## src/rtl/fg_burst_sched.sv

```systemverilog
// fg_burst_sched: converts burst descriptors (dest, byte length) into frame
// descriptors of at most max_frame_len bytes, then holds off the next burst
// for ifg_cycles idle cycles.
// Optional feature macro: FG_BURST_SCHED_STATS_EN adds the burst_count and
// frame_count statistics outputs.
module fg_burst_sched #(
  parameter int unsigned DEST_WIDTH = 8,
  parameter int unsigned LEN_WIDTH  = 16
) (
  input  logic                  clk,
  input  logic                  rst,
  input  logic                  input_bd_valid,
  output logic                  input_bd_ready,
  input  logic [DEST_WIDTH-1:0] input_bd_dest,
  input  logic [31:0]           input_bd_burst_len,
  output logic                  output_fd_valid,
  input  logic                  output_fd_ready,
  output logic [DEST_WIDTH-1:0] output_fd_dest,
  output logic [LEN_WIDTH-1:0]  output_fd_len,
  output logic                  output_fd_last,
  input  logic                  enable,
  input  logic [LEN_WIDTH-1:0]  max_frame_len,
  input  logic [15:0]           ifg_cycles,
  output logic                  busy
`ifdef FG_BURST_SCHED_STATS_EN
  ,
  output logic [31:0]           burst_count,
  output logic [31:0]           frame_count
`endif
);

  localparam int unsigned REM_W = 32;
  localparam int unsigned GAP_W = 16;

  typedef enum logic [1:0] {
    ST_IDLE   = 2'd0,
    ST_ACTIVE = 2'd1,
    ST_GAP    = 2'd2
  } state_e;

  state_e                state_q, state_d;
  logic [DEST_WIDTH-1:0] dest_q,  dest_d;
  logic [REM_W-1:0]      rem_q,   rem_d;
  logic [LEN_WIDTH-1:0]  max_q,   max_d;
  logic [LEN_WIDTH-1:0]  len_q,   len_d;
  logic                  last_q,  last_d;
  logic                  valid_q, valid_d;
  logic [GAP_W-1:0]      gap_q,   gap_d;
  logic                  busy_q,  busy_d;
`ifdef FG_BURST_SCHED_STATS_EN
  logic [31:0]           bcnt_q,  bcnt_d;
  logic [31:0]           fcnt_q,  fcnt_d;
`endif

  logic [LEN_WIDTH-1:0]  eff_max;
  logic [REM_W-1:0]      rem_after;
  logic                  fd_hs;

  // Frame length for a given remaining byte count (zero-extended compare).
  function automatic logic [LEN_WIDTH-1:0] frame_len(input logic [REM_W-1:0]     rem,
                                                     input logic [LEN_WIDTH-1:0] mx);
    frame_len = (rem <= REM_W'(mx)) ? rem[LEN_WIDTH-1:0] : mx;
  endfunction

  // A frame is the last of its burst when everything left fits in it.
  function automatic logic frame_last(input logic [REM_W-1:0]     rem,
                                      input logic [LEN_WIDTH-1:0] mx);
    frame_last = (rem <= REM_W'(mx));
  endfunction

  // Zero max_frame_len selects the largest representable frame.
  assign eff_max   = (max_frame_len == '0) ? '1 : max_frame_len;
  assign rem_after = rem_q - REM_W'(len_q);
  assign fd_hs     = valid_q & output_fd_ready;

  // Acceptance is the only combinational output; it depends on state and enable only.
  assign input_bd_ready = (state_q == ST_IDLE) & enable;

  // State and output registers with synchronous reset.
  always_ff @(posedge clk) begin
    if (rst) begin
      state_q <= ST_IDLE;
      dest_q  <= '0;
      rem_q   <= '0;
      max_q   <= '0;
      len_q   <= '0;
      last_q  <= 1'b0;
      valid_q <= 1'b0;
      gap_q   <= '0;
      busy_q  <= 1'b0;
`ifdef FG_BURST_SCHED_STATS_EN
      bcnt_q  <= '0;
      fcnt_q  <= '0;
`endif
    end else begin
      state_q <= state_d;
      dest_q  <= dest_d;
      rem_q   <= rem_d;
      max_q   <= max_d;
      len_q   <= len_d;
      last_q  <= last_d;
      valid_q <= valid_d;
      gap_q   <= gap_d;
      busy_q  <= busy_d;
`ifdef FG_BURST_SCHED_STATS_EN
      bcnt_q  <= bcnt_d;
      fcnt_q  <= fcnt_d;
`endif
    end
  end

  // Next-state logic: accept, split into frames, then count down the gap.
  always_comb begin
    state_d = state_q;
    dest_d  = dest_q;
    rem_d   = rem_q;
    max_d   = max_q;
    len_d   = len_q;
    last_d  = last_q;
    valid_d = valid_q;
    gap_d   = gap_q;
`ifdef FG_BURST_SCHED_STATS_EN
    bcnt_d  = bcnt_q;
    fcnt_d  = fcnt_q;
`endif

    unique case (state_q)
      ST_IDLE: begin
        if (input_bd_valid && enable) begin
          dest_d = input_bd_dest;
          rem_d  = input_bd_burst_len;
          max_d  = eff_max;
          if (input_bd_burst_len != '0) begin
            len_d   = frame_len(input_bd_burst_len, eff_max);
            last_d  = frame_last(input_bd_burst_len, eff_max);
            valid_d = 1'b1;
            state_d = ST_ACTIVE;
`ifdef FG_BURST_SCHED_STATS_EN
            bcnt_d  = bcnt_q + 32'd1;
`endif
          end
        end
      end

      ST_ACTIVE: begin
        if (fd_hs) begin
          rem_d = rem_after;
`ifdef FG_BURST_SCHED_STATS_EN
          fcnt_d = fcnt_q + 32'd1;
`endif
          if (last_q) begin
            valid_d = 1'b0;
            gap_d   = ifg_cycles;
            state_d = (ifg_cycles == '0) ? ST_IDLE : ST_GAP;
          end else begin
            len_d  = frame_len(rem_after, max_q);
            last_d = frame_last(rem_after, max_q);
          end
        end
      end

      ST_GAP: begin
        gap_d = gap_q - GAP_W'(1);
        if (gap_q == GAP_W'(1)) begin
          state_d = ST_IDLE;
        end
      end

      default: begin
        state_d = ST_IDLE;
        valid_d = 1'b0;
      end
    endcase

    busy_d = (state_d != ST_IDLE);
  end

  assign output_fd_valid = valid_q;
  assign output_fd_dest  = dest_q;
  assign output_fd_len   = len_q;
  assign output_fd_last  = last_q;
  assign busy            = busy_q;
`ifdef FG_BURST_SCHED_STATS_EN
  assign burst_count     = bcnt_q;
  assign frame_count     = fcnt_q;
`endif

endmodule
```

## config.mk

```make
export PLATFORM = sky130hd
export DESIGN_NAME = fg_burst_sched
export DESIGN_NICKNAME = d
export VERILOG_FILES = /design/src/rtl/fg_burst_sched.sv
export SDC_FILE = /design/constraint.sdc
export NUM_CORES = 1
export LEC_CHECK = 0
export ABC_AREA = 1
export CELL_PAD_IN_SITES_DETAIL_PLACEMENT = 1
export CELL_PAD_IN_SITES_GLOBAL_PLACEMENT = 1
export CORE_MARGIN = 5
export CORE_UTILIZATION = 30
export DETAILED_ROUTE_END_ITERATION = 8
export GPL_TIMING_DRIVEN = 0
export PLACE_DENSITY = 0.79
export SYNTH_ARGS = -nofsm -noshare
export SYNTH_HDL_FRONTEND = slang
export SYNTH_SLANG_ARGS = --single-unit
```

## constraint.sdc

```tcl
create_clock -name clk -period 3.4 [get_ports clk]
set_clock_uncertainty 0.2 [all_clocks]
set_input_delay 0.68 -clock clk [delete_from_list [all_inputs] [get_ports clk]]
set_output_delay 0.68 -clock clk [all_outputs]
set_load 0.03 [all_outputs]
```

==> metrics <==
area delta synth->final 36.93%; initial antenna violation count 0; Final min period 3810 ps; TritonCTS Sinks 93; overall power 5.228 mW; Overall Global Routing Usage 20.04%; worst hold path type reg -> reg; IO Pins 105; Cell Chain, Critical Path inv_1 > ha_4 > nand2_1 > nand2_1 > inv_1 > nand2_1 > nand2_1 > nand3_2 > xor2_2 > ha_1 > nand4_1 > nor3_1 > nand2_1 > a21oi_2 > nor2_2 > nand3_2 > nor2_8 > nand2_8 > buf_8 > nand2_2 > nand3_2 > a21oi_2; top post-synthesis cells by count nand2_1, inv_1, nor2_1; Post-Syn Area 7512 um2; Initial DRC Count 376; final hold viol count 0; wire per inst 18.20 um; CP max FO 5; largest cells by area after synthesis dfxtp_1, nand2_1, ha_1; ANT nets after route 0; Ys Warns 0; CP top delay family simple AND/OR/NAND/NOR gates; sequential area share after synthesis 24.78%; CP Class reg -> reg; clock slew at reported path FFs 70 ps; Root Buffer clkbuf_16; RePlAce Congestion 0.8879; most used cell, CP nand2_1; drt pass-1 iters 5; Post-synth EDFFs 0; worst hold slack 290.5 ps; final period utilization 112.0%; Critical Path Stages 22; Post-DP HPWL 23,460 um; violated checks setup timing; vias in the first global route 9,126; TNS Setup -6170 ps; Avg Cell Area, Syn 6.153 um2; Max VDD drop 0.2827 mV; FF+latch count, synth 93; Worst-Margin Slew 886.1 ps; Remaining Overflow, GRT 0; Row Count 58; drt drc 0; Leak 4.488 nW; Crit path required time 3480 ps; Post-synth top flop dfxtp_1; Worst EP arrival 3890 ps; crit path capture type flip-flop; PortBufs 103; Synth area leader dfxtp_1; drt total wl 30,780 um; die area 28,300 um2; max_slew headroom 40.71%; top-count cell post-synth nand2_1; Worst Hold Depth 2; Post-Synthesis Net Count 1,349; Die Width 168.2 um; max-slew violations 0; status finished with violations; Ant. Diodes 0; Starting Density 30.18%; Unique masters post-synth 38; CTS tree yes; largest net degree at the start of global routing 17; die height 168.2 um; Post-synth ARST share 0%; Max-Cap Viols 0; RSZ-0062 raised after global routing true; FF-to-FF path depth 22; CTS Buf Count 9; Max stage delay on crit path 370 ps; number of hold buffers added after cts 0; Place WS -1198 ps; vias post-DR 8,677; Final WS setup -409.7 ps; Worst Path Buf+Inv 3; wire length of the first global-routing pass 46,040 um; share of cells above drive strength 1 17.93%; # setup viols final 17; Slowest cell on crit path dfxtp_2; Synth top area share 24.78%; layout net count 1,484; Startpoint Class flip-flop; Synth Instances 1,221; fmax 262.5 MHz; core area 24,890 um2; Via-to-Cell Ratio 5.131; worst skew pair latency 360 ps; Clock Path Buffers 2; power per cell area 508.2 nW/um2; H-tree depth 3
worst min-delay path: cells and delay by family, from the launching register on:
| family | cells | cell delay [ps] |
|---|---|---|
| AO/OA/AOI/OAI | 1 | 50 |
| AND/OR/NAND/NOR | 1 | 60 |
| flip-flops | 1 | 330 |
per-stage QoR:
| stage | area, um2 | cells | utilization (%) |
|---|---|---|---|
| finish | 10290 | 1691 | 41.32 |
| global route | 10290 | 1691 | 41.32 |
| CTS | 9738 | 1680 | 39.12 |
| detailed placement | 8975 | 1654 | 36.06 |
| global placement | 8975 | 1654 | 36.06 |
| floorplan | 7531 | 1221 | - |
placed cells by master (no fill, tap or decap), drive strengths merged:
cell type	netlist	routed
o21bai	1	1
nor3	15	15
nand3	74	74
buf	7	30
clkbuf	34	42
bufinv	0	1
o41ai	1	1
nor4	18	18
o21ai	66	66
o221ai	2	2
and2	2	2
clkdlybuf4s50	0	103
a211oi	1	1
a21oi	93	93
o211ai	33	33
clkinv	4	6
nor2	130	130
nand2	352	352
fa	1	1
dfxtp	93	93
or2	1	1
ha	50	50
nand4	20	20
xor2	19	19
inv	183	184
a22oi	2	2
clkinvlp	0	2
a31oi	17	17
nor3b	1	1
o21a	1	1
path summary, 6_finish.rpt:
check,startpoint,endpoint,slack [ps]
setup / recovery,output_fd_len[5]$_SDFFE_PP0P_,output_fd_len[12]$_SDFFE_PP0P_,-410
setup reg to reg,output_fd_len[5]$_SDFFE_PP0P_,output_fd_len[12]$_SDFFE_PP0P_,-410
hold reg to reg,gap_q[15]$_SDFFE_PP0P_,gap_q[15]$_SDFFE_PP0P_,290
hold / removal,gap_q[15]$_SDFFE_PP0P_,gap_q[15]$_SDFFE_PP0P_,290
registers in the layout, indices dropped and copies added, names as in the netlist:
signal           flops
busy                 1
gap_q               16
max_q               16
output_fd_dest       8
output_fd_last       1
output_fd_len       16
output_fd_valid      1
rem_q               32
state_q              2
cell type report:
cell class / count / area, um2
buffer: 39 / 190.2
sequential: 93 / 1883
clock buffer: 10 / 229.0
inverter: 187 / 704.4
timing repair buffer: 126 / 1239
tap: 330 / 412.9
multi-input combinational: 900 / 5564
fill: 3180 / 14610
clock inverter: 6 / 63.81
timing repair:
action                                 CTS  global route
gates resized for setup                 81            80
setup endpoints to repair               17            17
pin swaps                               14            37
cloned                                   1             0
buffers inserted                        11            11
endpoints found under the hold margin    0             0
power breakdown:
part	switching (mW)	leakage, nW	internal [mW]
clock	0.464	0.139	0.571
sequential	0.0844	0.767	1.18
combinational	1.85	3.58	1.08
total	2.40	4.49	2.83
routing by layer:
layer  GRT usage [%]  vias up  share of wire, %
li1                -     4225                 -
met4           9.457        0               4.1
met2           35.81      182                50
met1           24.04     4208                42
met5               0        -                 0
met3           2.043       62               3.5
kinds of logic (layout without fill, tap and decap cells):
family,after synthesis,after routing,share of synthesized area (%)
AND/OR/NAND/NOR,613,613,36.08
flip-flops,93,93,24.78
buffers and inverters,228,368,11.58
AO/OA/AOI/OAI,217,217,16.76
adder cells (fa/ha/maj),51,51,8.594
XOR/XNOR,19,19,2.215
Power figures use the tool's default switching activity.
